**src/rtl/conv10_argmax.sv**
```systemverilog
// Streaming argmax over one frame of signed class scores. It reports the winning
// class, its score, the saturated top-2 margin and a confidence flag.
module conv10_argmax #(
   parameter int                NUM_CLASSES = 8,
   parameter int                DATA_W      = 16,
   parameter int                IDX_W       = 3,
   parameter logic [DATA_W-1:0] CONF_THRESH = 16'd256
) (
   input  logic              clk,
   input  logic              rst,
   input  logic              start,
   input  logic              score_valid,
   input  logic [DATA_W-1:0] score_data,
   output logic              score_ready,
   output logic              busy,
   output logic              done,
   output logic              result_valid,
   output logic [IDX_W-1:0]  class_idx,
   output logic [DATA_W-1:0] class_score,
   output logic [DATA_W-1:0] margin,
   output logic              conf_flag
);

   typedef enum logic [1:0] {
      ST_IDLE    = 2'd0,
      ST_COLLECT = 2'd1,
      ST_DONE    = 2'd2
   } state_t;

   localparam logic signed [DATA_W-1:0] SCORE_MIN = {1'b1, {(DATA_W-1){1'b0}}};
   localparam logic [IDX_W-1:0]         LAST_BEAT = IDX_W'(NUM_CLASSES - 1);

   // best >= second always holds, so the widened difference is non-negative
   function automatic logic [DATA_W-1:0] sat_margin(input logic signed [DATA_W-1:0] hi,
                                                    input logic signed [DATA_W-1:0] lo);
      logic [DATA_W:0] diff;
      diff = {hi[DATA_W-1], hi} - {lo[DATA_W-1], lo};
      if (diff[DATA_W]) begin
         sat_margin = {DATA_W{1'b1}};
      end else begin
         sat_margin = diff[DATA_W-1:0];
      end
   endfunction

   state_t                    state_r, next_state_s;
   logic [IDX_W-1:0]          cnt_r;
   logic signed [DATA_W-1:0]  best_r, second_r;
   logic [IDX_W-1:0]          best_idx_r;
   logic                      score_ready_r, busy_r, done_r, result_valid_r, conf_flag_r;
   logic [IDX_W-1:0]          class_idx_r;
   logic [DATA_W-1:0]         class_score_r, margin_r;

   logic                      accept_s, last_beat_s, start_accept_s;
   logic signed [DATA_W-1:0]  beat_s, new_best_s, new_second_s;
   logic [IDX_W-1:0]          new_idx_s;
   logic [DATA_W-1:0]         margin_s;
   logic                      conf_s;

   assign accept_s       = score_valid & score_ready_r;
   assign last_beat_s    = (cnt_r == LAST_BEAT);
   assign start_accept_s = start & (state_r != ST_COLLECT);
   assign beat_s         = score_data;

   // State register
   always_ff @(posedge clk or negedge rst) begin
      if (!rst) begin
         state_r <= ST_IDLE;
      end else begin
         state_r <= next_state_s;
      end
   end

   // Next-state logic; start is ignored while a frame is being collected
   always_comb begin
      next_state_s = state_r;
      case (state_r)
         ST_IDLE: begin
            if (start) begin
               next_state_s = ST_COLLECT;
            end else begin
               next_state_s = ST_IDLE;
            end
         end
         ST_COLLECT: begin
            if (accept_s && last_beat_s) begin
               next_state_s = ST_DONE;
            end else begin
               next_state_s = ST_COLLECT;
            end
         end
         ST_DONE: begin
            if (start) begin
               next_state_s = ST_COLLECT;
            end else begin
               next_state_s = ST_DONE;
            end
         end
         default: begin
            next_state_s = ST_IDLE;
         end
      endcase
   end

   // Top-2 update for the current beat; strict compares keep the lower index on ties
   always_comb begin
      new_best_s   = best_r;
      new_second_s = second_r;
      new_idx_s    = best_idx_r;
      if (beat_s > best_r) begin
         new_best_s   = beat_s;
         new_second_s = best_r;
         new_idx_s    = cnt_r;
      end else if (beat_s > second_r) begin
         new_second_s = beat_s;
      end else begin
         new_second_s = second_r;
      end
      margin_s = sat_margin(new_best_s, new_second_s);
      conf_s   = (margin_s >= CONF_THRESH);
   end

   // Frame datapath and registered outputs
   always_ff @(posedge clk or negedge rst) begin
      if (!rst) begin
         cnt_r          <= {IDX_W{1'b0}};
         best_r         <= {DATA_W{1'b0}};
         second_r       <= {DATA_W{1'b0}};
         best_idx_r     <= {IDX_W{1'b0}};
         score_ready_r  <= 1'b0;
         busy_r         <= 1'b0;
         done_r         <= 1'b0;
         result_valid_r <= 1'b0;
         class_idx_r    <= {IDX_W{1'b0}};
         class_score_r  <= {DATA_W{1'b0}};
         margin_r       <= {DATA_W{1'b0}};
         conf_flag_r    <= 1'b0;
      end else begin
         score_ready_r <= (next_state_s == ST_COLLECT);
         busy_r        <= (next_state_s == ST_COLLECT);
         done_r        <= 1'b0;
         if (start_accept_s) begin
            cnt_r          <= {IDX_W{1'b0}};
            best_r         <= SCORE_MIN;
            second_r       <= SCORE_MIN;
            best_idx_r     <= {IDX_W{1'b0}};
            result_valid_r <= 1'b0;
         end else if (accept_s) begin
            cnt_r      <= cnt_r + IDX_W'(1);
            best_r     <= new_best_s;
            second_r   <= new_second_s;
            best_idx_r <= new_idx_s;
            if (last_beat_s) begin
               class_idx_r    <= new_idx_s;
               class_score_r  <= new_best_s;
               margin_r       <= margin_s;
               conf_flag_r    <= conf_s;
               done_r         <= 1'b1;
               result_valid_r <= 1'b1;
            end
         end
      end
   end

   assign score_ready  = score_ready_r;
   assign busy         = busy_r;
   assign done         = done_r;
   assign result_valid = result_valid_r;
   assign class_idx    = class_idx_r;
   assign class_score  = class_score_r;
   assign margin       = margin_r;
   assign conf_flag    = conf_flag_r;

endmodule
```
**config.mk**
```make
export PLATFORM = sky130hd
export DESIGN_NAME = conv10_argmax
export DESIGN_NICKNAME = d
export VERILOG_FILES = /design/src/rtl/conv10_argmax.sv
export SDC_FILE = /design/constraint.sdc
export NUM_CORES = 1
export LEC_CHECK = 0
export CELL_PAD_IN_SITES_DETAIL_PLACEMENT = 0
export CELL_PAD_IN_SITES_GLOBAL_PLACEMENT = 2
export CORE_UTILIZATION = 34
export CTS_CLUSTER_DIAMETER = 150
export DETAILED_ROUTE_END_ITERATION = 8
export PLACE_DENSITY = 0.88
export SLEW_MARGIN = 25
export SYNTH_ARGS = -nofsm -noshare
export SYNTH_HDL_FRONTEND = slang
export SYNTH_SLANG_ARGS = --single-unit
```
**constraint.sdc**
```tcl
create_clock -name clk -period 6.5 [get_ports clk]
set_clock_uncertainty 0.1 [all_clocks]
set_input_delay 1.3 -clock clk [delete_from_list [all_inputs] [get_ports clk]]
set_output_delay 1.3 -clock clk [all_outputs]
set_load 0.02 [all_outputs]
```
# [Word-level counts from Yosys, hierarchy flattened]
# Cells that the tools add are included.
[op_classes] magnitude_cmp=3 n_div=0 add_sub_neg=2 muxes=23 bitwise_logic=3 n_reduce_logical=6 n_mul=0 n_shift=0 eq_ne=5
[ops] cell="two-way mux 16 bit" count=8
[ops] cell="greater-than comparator 16 bit" count=2
[ops] cell="subtractor 16 x 16 -> 17 bit" count=1
[ops] cell="greater-or-equal comparator 16 x 9 -> 1 bit (second input constant)" count=1
[ops] cell="two-way mux 3 bit" count=5
[ops] cell="two-way mux 1 bit" count=7
[ops] cell="case mux 2 bit (3 select lines)" count=1
[ops] cell="== test 2 x 1 -> 1 bit (second input constant)" count=2
[ops] cell="two-way mux 2 bit" count=2
[ops] cell="nonzero test 2 bit" count=2
[ops] cell="adder 3 x 1 -> 3 bit (second input constant)" count=1
[ops] cell="== test 3 bit (second input constant)" count=1
[ops] cell="AND reduction 3 bit" count=1
[ops] cell="bitwise AND 1 bit" count=2
[ops] cell="== test 2 bit (second input constant)" count=1
[ops] cell="zero test 2 bit" count=1
[ops] cell="inequality test 2 x 1 -> 1 bit (second input constant)" count=1
[ops] cell="AND reduction 2 bit" count=1
[ops] cell="logical AND 1 bit" count=1
[ops] cell="NOT 1 bit" count=1
[word_totals] register_bits=79 mem_count=0 ramBits=0 in_bits=20 latchBits=0 elab_cells=54 out_inout_bits=40 mem_bits_ro=0

# [Depth between registers and ports, before layout]
[logic_depth] depth_word=6 depth_mapped=24 mapped_depth_nobuf=23

# [Least setup slack after synthesis]
# No wires, ideal clock.
[synth_path] path_type="input to register" from="input score_data[15]" to="register conf_flag_r (netlist: conf_flag)" cell_stages=21 path_buffers=1 arrival_ps=5850 required_time_ps=6268 setup_time_ps=132 setup_slack_ps=419 path_cell_list="ha_1 -> nand4_2 -> or4_4 -> a21oi_2 -> and4b_1 -> nor2_1 -> clkbuf_1 -> mux2i_1 -> a21oi_1 -> ha_1 -> inv_1 -> fa_1 -> a21oi_1 -> nor2_1 -> o211ai_1 -> a21boi_1 -> o32a_1 -> xnor2_1 -> or3b_1 -> nor4_2 -> a31oi_1"
[synth_via] elab_chain_cells=6 word_cells_on_any_way=8 classes_between="1 x add/sub; 3 x order compare; 4 x mux"
[synth_rtl] item="start: declaration" line_no="13" source="input logic [DATA_W-1:0] score_data,"
[synth_rtl] item="greater-than comparator 16 bit" line_no="113" source="end else if (beat_s > second_r) begin"
[synth_rtl] item="two-way mux 16 bit" line_no="113"
[synth_rtl] item="two-way mux 16 bit" line_no="109" source="if (beat_s > best_r) begin"
[synth_rtl] item="subtractor 16 x 16 -> 17 bit *" line_no="37" source="diff = {hi[DATA_W-1], hi} - {lo[DATA_W-1], lo};"
[synth_rtl] item="two-way mux 16 bit *" line_no="38" source="if (diff[DATA_W]) begin"
[synth_rtl] item="greater-or-equal comparator 16 x 9 -> 1 bit *" line_no="119" source="conf_s = (margin_s >= CONF_THRESH);"
[synth_rtl] item="end signal: assignment" line_no="156" source="conf_flag_r <= conf_s;"
[synth_rtl] item="end: declaration" line_no="49" source="logic score_ready_r, busy_r, done_r, result_valid_r, conf_flag_r;"
# Mark *: on every way between the ends. The rest lies on a longest branch, timed or not.
# A chain may end at the register's enable or synchronous reset.

# [Worst setup path in the final report]
[layout_path] from="input score_data[14]" to="register conf_flag_r (netlist: conf_flag)"
# Same word-level chain as after synthesis.

==> results.txt <==
After detailed routing, the total wire length is 16.16 mm. The remaining global-route overflow is 0. The end-of-flow core utilization is 45.07%.

CTS placed an instance of sky130_fd_sc_hd__clkbuf_16 at the clock tree root. The net count after synthesis is 732. The via count of the first global-routing pass is 5044. By area, the combinational part of the netlist is dominated by compound AO/OA/AOI/OAI gates. The initial antenna violation count came out at 0. In this run, the number of DRC markers left after iteration 0 of detailed routing was 347. Setup total negative slack on the finished layout was measured at 0 ns. The post-detailed-route wirelength per cell is 16.66 µm.

The xor and xnor fraction of the mapped netlist area came out at 2.254%. 60 I/O pins were placed. The required time at the worst-slack endpoint came out at 6.62 ns. The quantity of I/O buffers inserted on ports is 59. The total clock buffers created by CTS came out at 9. The proportion of synthesized chip area in sequential cells came out at 36.34%.

The count of vias placed by the detailed router came out at 5034. The hold slack came out at 0.3998 ns. The post-synthesis instance total is 663.

The minimum clock period after layout is 6.209 ns. The synthesized area divided by synthesized cell count came out at 8.205 µm². The multiplexer share of the synthesized area came out at 1.886%. The top fanout value on the critical path is 11.

In this run the number of H-tree levels came out at 3. The most used flip-flop cell after synthesis is sky130_fd_sc_hd__dfrtp_1. The area growth from synthesis to layout is 27.81%. The area share of fa/ha/maj cells after synthesis came out at 11.41%.

The number of warnings issued by yosys is 0. The net count of the finished layout came out at 824. The maximum clock frequency is 161.0 MHz.

The total count of max-transition violations in the final report came out at 0. At the end of routability-driven placement, the weighted congestion stood at 0.8869. The cell at the slowest stage of the critical path is sky130_fd_sc_hd__or4_4. Row generation in the floorplan step produced 45 rows. The share of final-layout standard cells stronger than drive strength 1 is 11.86%. The count of unresolved DRC violations after routing is 0.

The cell type group with the largest total delay on the critical path is compound AO/OA/AOI/OAI gates. The count of endpoints failing setup in the final report came out at 0. In this design, the critical path's most frequently occurring cell is sky130_fd_sc_hd__a21oi_1. The count of distinct cell types in the synthesized netlist came out at 57.

Hold repair after CTS inserted 0 buffers. The number of placed instances, taps included is 955. In this run the worst hold path is classified as register to register. Leaving out fill and tap cells, the most frequent cells in the layout are sky130_fd_sc_hd__nor2_1 (108), sky130_fd_sc_hd__a21oi_1 (103), sky130_fd_sc_hd__dfrtp_1 (79). For this run, the detailed router's first-pass iteration total came to 5. The data arrival time of the critical path came out at 6.33 ns.

The core region is 0.01543 mm². The final clock period utilization by the worst path came out at 95.53%. STA classifies the critical path startpoint as a primary input. The clock-pin slew of the registers on the worst-case setup and hold paths is 0.07 ns. The launch point of the worst reg-to-reg path is second_r[13]$_DFFE_PN0P_. Leaving out fill and tap cells, the most frequent cell in the layout is sky130_fd_sc_hd__nor2_1. The fraction of the mapped netlist area in compound gates is 23.78%. The area of the die is 0.01651 mm². Measured along the y axis, the die boundary spans 128.5 µm. After filler insertion, the fill cell instance count of the layout stands at 1603. TritonCTS built the clock tree. The flow ran to the end, and the final reports show no timing, DRC or antenna violations. The total global routing track utilization came out at 21.02%. The startpoint of the worst setup timing path is score_data[14]. The largest single stage delay on the critical path is 0.59 ns. The detailed-placement wirelength estimate is 12.32 mm. The synthesized netlist devotes 18.54% of its cell area to simple gates. Setup repair after global routing left no endpoint under its margin.

Using the TritonRoute via totals, the vias-per-cell ratio works out to 5.190. The slew of the pin with the lowest slew margin is 0.7308 ns. The final antenna-violating net count came out at 0. STA classifies the critical path endpoint as a register.

The number of buffer and inverter instances along the worst setup path is 2. The number of antenna diodes in the final layout is 0. The maximum number of pins on one net before global-route repair is 80.

The cell area after synthesis came out at 0.005440 mm². The headroom to the max-slew limit is 51.28%. The number of synthesized flops with an enable pin is 0. The number of max-capacitance violations reported came out at 0. The non-filler instance count after layout came out at 970.

The buffer depth of the longest clock path is 2. Of all flip-flops after synthesis, the portion carrying an async set or reset was 100.0%. Traced cell by cell, the critical path runs through clkdlybuf4s50_1, ha_1, nand4_2, or4_4, a21oi_2, and4b_1, nor2_2, buf_4, nor2_1, a21oi_1, nor2_1, a21oi_1, ha_1, a21o_1, a21o_1, a21oi_1, o21bai_1, a21oi_1, o21bai_1, a21oi_1, o41ai_2, xor2_1, nor4_2, a31oi_1. The clock insertion delay at the later pin of the skew report is 0.35 ns. The launch point of the worst hold path is second_r[15]$_DFFE_PN0P_. The die extent in x is 128.5 µm. The effective utilization at floorplan is 35.26%. The total of flip-flops plus latches after synthesis came out at 79. The worst setup path is of the primary input to register kind. The hold violation count in the final report is 0.

The wire length of the first global-routing pass is 26.78 mm. CTS saw 79 sinks.
==> worst register-to-register path: stages, from the launching register on <==
cell	delay [ns]
sky130_fd_sc_hd__dfrtp_1	0.36
sky130_fd_sc_hd__inv_1	0.08
sky130_fd_sc_hd__ha_1	0.32
sky130_fd_sc_hd__nand4_2	0.11
sky130_fd_sc_hd__or4_4	0.59
sky130_fd_sc_hd__a21oi_2	0.16
sky130_fd_sc_hd__and4b_1	0.27
sky130_fd_sc_hd__nor2_2	0.19
sky130_fd_sc_hd__buf_4	0.21
sky130_fd_sc_hd__nor2_1	0.06
sky130_fd_sc_hd__a21oi_1	0.15
sky130_fd_sc_hd__nor2_1	0.06
sky130_fd_sc_hd__a21oi_1	0.24
sky130_fd_sc_hd__ha_1	0.34
sky130_fd_sc_hd__a21o_1	0.19
sky130_fd_sc_hd__a21o_1	0.17
sky130_fd_sc_hd__a21oi_1	0.20
sky130_fd_sc_hd__o21bai_1	0.09
sky130_fd_sc_hd__a21oi_1	0.15
sky130_fd_sc_hd__o21bai_1	0.07
sky130_fd_sc_hd__a21oi_1	0.17
sky130_fd_sc_hd__o41ai_2	0.12
sky130_fd_sc_hd__xor2_1	0.18
sky130_fd_sc_hd__nor4_2	0.25
sky130_fd_sc_hd__a31oi_1	0.11
==> path summary, 6_finish.rpt <==
path | endpoint | depth (start not counted) | slack (ns)
setup / recovery | conf_flag$_DFFE_PN0P_ | 24 | 0.29
hold / removal | second_r[15]$_DFFE_PN0P_ | 1 | 0.40
setup reg to reg | conf_flag$_DFFE_PN0P_ | 24 | 1.43
hold reg to reg | second_r[15]$_DFFE_PN0P_ | 1 | 0.40
max in group asynchronous | best_r[9]$_DFFE_PN0P_ | 1 | 4.91
min in group asynchronous | margin[4]$_DFFE_PN0P_ | 1 | 0.89
==> cells by family (layout without fill, tap and decap cells) <==
family,Yosys count,in the layout
buffers and inverters,83,179
AO/OA/AOI/OAI,209,209
AND/OR/NAND/NOR,219,219
XOR/XNOR,14,14
multiplexers,10,10
adder cells (fa/ha/maj),49,49
flip-flops,79,79
==> layout make-up <==
type	instances	area (µm²)	area share, %
Multi-Input combinational cell	501	3177	45.69
Sequential cell	79	1977	28.43
Timing Repair Buffer	111	994.7	14.31
Tap cell	211	264.0	3.797
Clock buffer	9	225.2	3.239
Inverter	53	198.9	2.861
Clock inverter	6	116.4	1.674
==> routing by layer <==
| metal | share of wire, % | GRT usage (%) | vias up |
|---|---|---|---|
| met5 | 0 | 0 | - |
| met4 | 1.5 | 6.159 | 0 |
| met3 | 4.1 | 3.326 | 20 |
| met2 | 45 | 33.45 | 116 |
| met1 | 49 | 29.37 | 2403 |
| li1 | - | - | 2495 |
==> per-stage QoR <==
| step | instance area, µm² | worst slack [ns] |
|---|---|---|
| 5_1_grt | 6953 | 0.03963 |
| 6_report | 6953 | 0.2905 |
| 2_1_floorplan | 5440 | 0.4186 |
| 3_5_place_dp | 6594 | -0.07702 |
| 3_3_place_gp | 6591 | 0.1161 |
| 4_1_cts | 6935 | 0.2634 |
==> cell usage after synthesis, types with 3 or more instances <==
cell | number | share of area (%)
sky130_fd_sc_hd__o211ai_1 | 6 | 0.83
sky130_fd_sc_hd__nor2b_1 | 16 | 1.8
sky130_fd_sc_hd__inv_1 | 53 | 3.7
sky130_fd_sc_hd__nor3_1 | 7 | 0.64
sky130_fd_sc_hd__o21bai_1 | 8 | 1.1
sky130_fd_sc_hd__a31oi_1 | 5 | 0.57
sky130_fd_sc_hd__nand3_1 | 8 | 0.74
sky130_fd_sc_hd__and2_1 | 3 | 0.35
sky130_fd_sc_hd__a211oi_1 | 17 | 2.3
sky130_fd_sc_hd__and4b_1 | 3 | 0.55
sky130_fd_sc_hd__clkbuf_1 | 27 | 1.9
sky130_fd_sc_hd__a21oi_1 | 104 | 9.6
sky130_fd_sc_hd__ha_1 | 48 | 11
sky130_fd_sc_hd__o22a_1 | 7 | 1.1
sky130_fd_sc_hd__a21o_1 | 9 | 1.2
sky130_fd_sc_hd__o21ai_0 | 27 | 2.5
sky130_fd_sc_hd__a211o_1 | 3 | 0.48
sky130_fd_sc_hd__nor2_1 | 111 | 7.7
sky130_fd_sc_hd__nand4_1 | 8 | 0.92
sky130_fd_sc_hd__nand2_1 | 45 | 3.1
sky130_fd_sc_hd__xor2_1 | 8 | 1.3
sky130_fd_sc_hd__a21oi_2 | 4 | 0.64
sky130_fd_sc_hd__mux2i_1 | 8 | 1.5
sky130_fd_sc_hd__xnor2_1 | 6 | 0.97
sky130_fd_sc_hd__dfrtp_1 | 79 | 36
sky130_fd_sc_hd__nand2b_1 | 4 | 0.46
==> state kept, by name, indices dropped and copies added (netlist names) <==
register,flops
best_idx_r,3
best_r,16
busy,1
class_idx,3
class_score,16
cnt_r,3
conf_flag,1
done,1
margin,16
result_valid,1
second_r,16
state_r,2
==> repair_timing <==
item / 4_1_cts / 5_1_grt
setup endpoints to repair: 0 / 1
gates resized for setup: 0 / 3
buffers inserted: 0 / 0
Power is left out: the tool's default activity adds up to more than one toggle a clock period on the data nets, which glitch-free logic cannot reach.
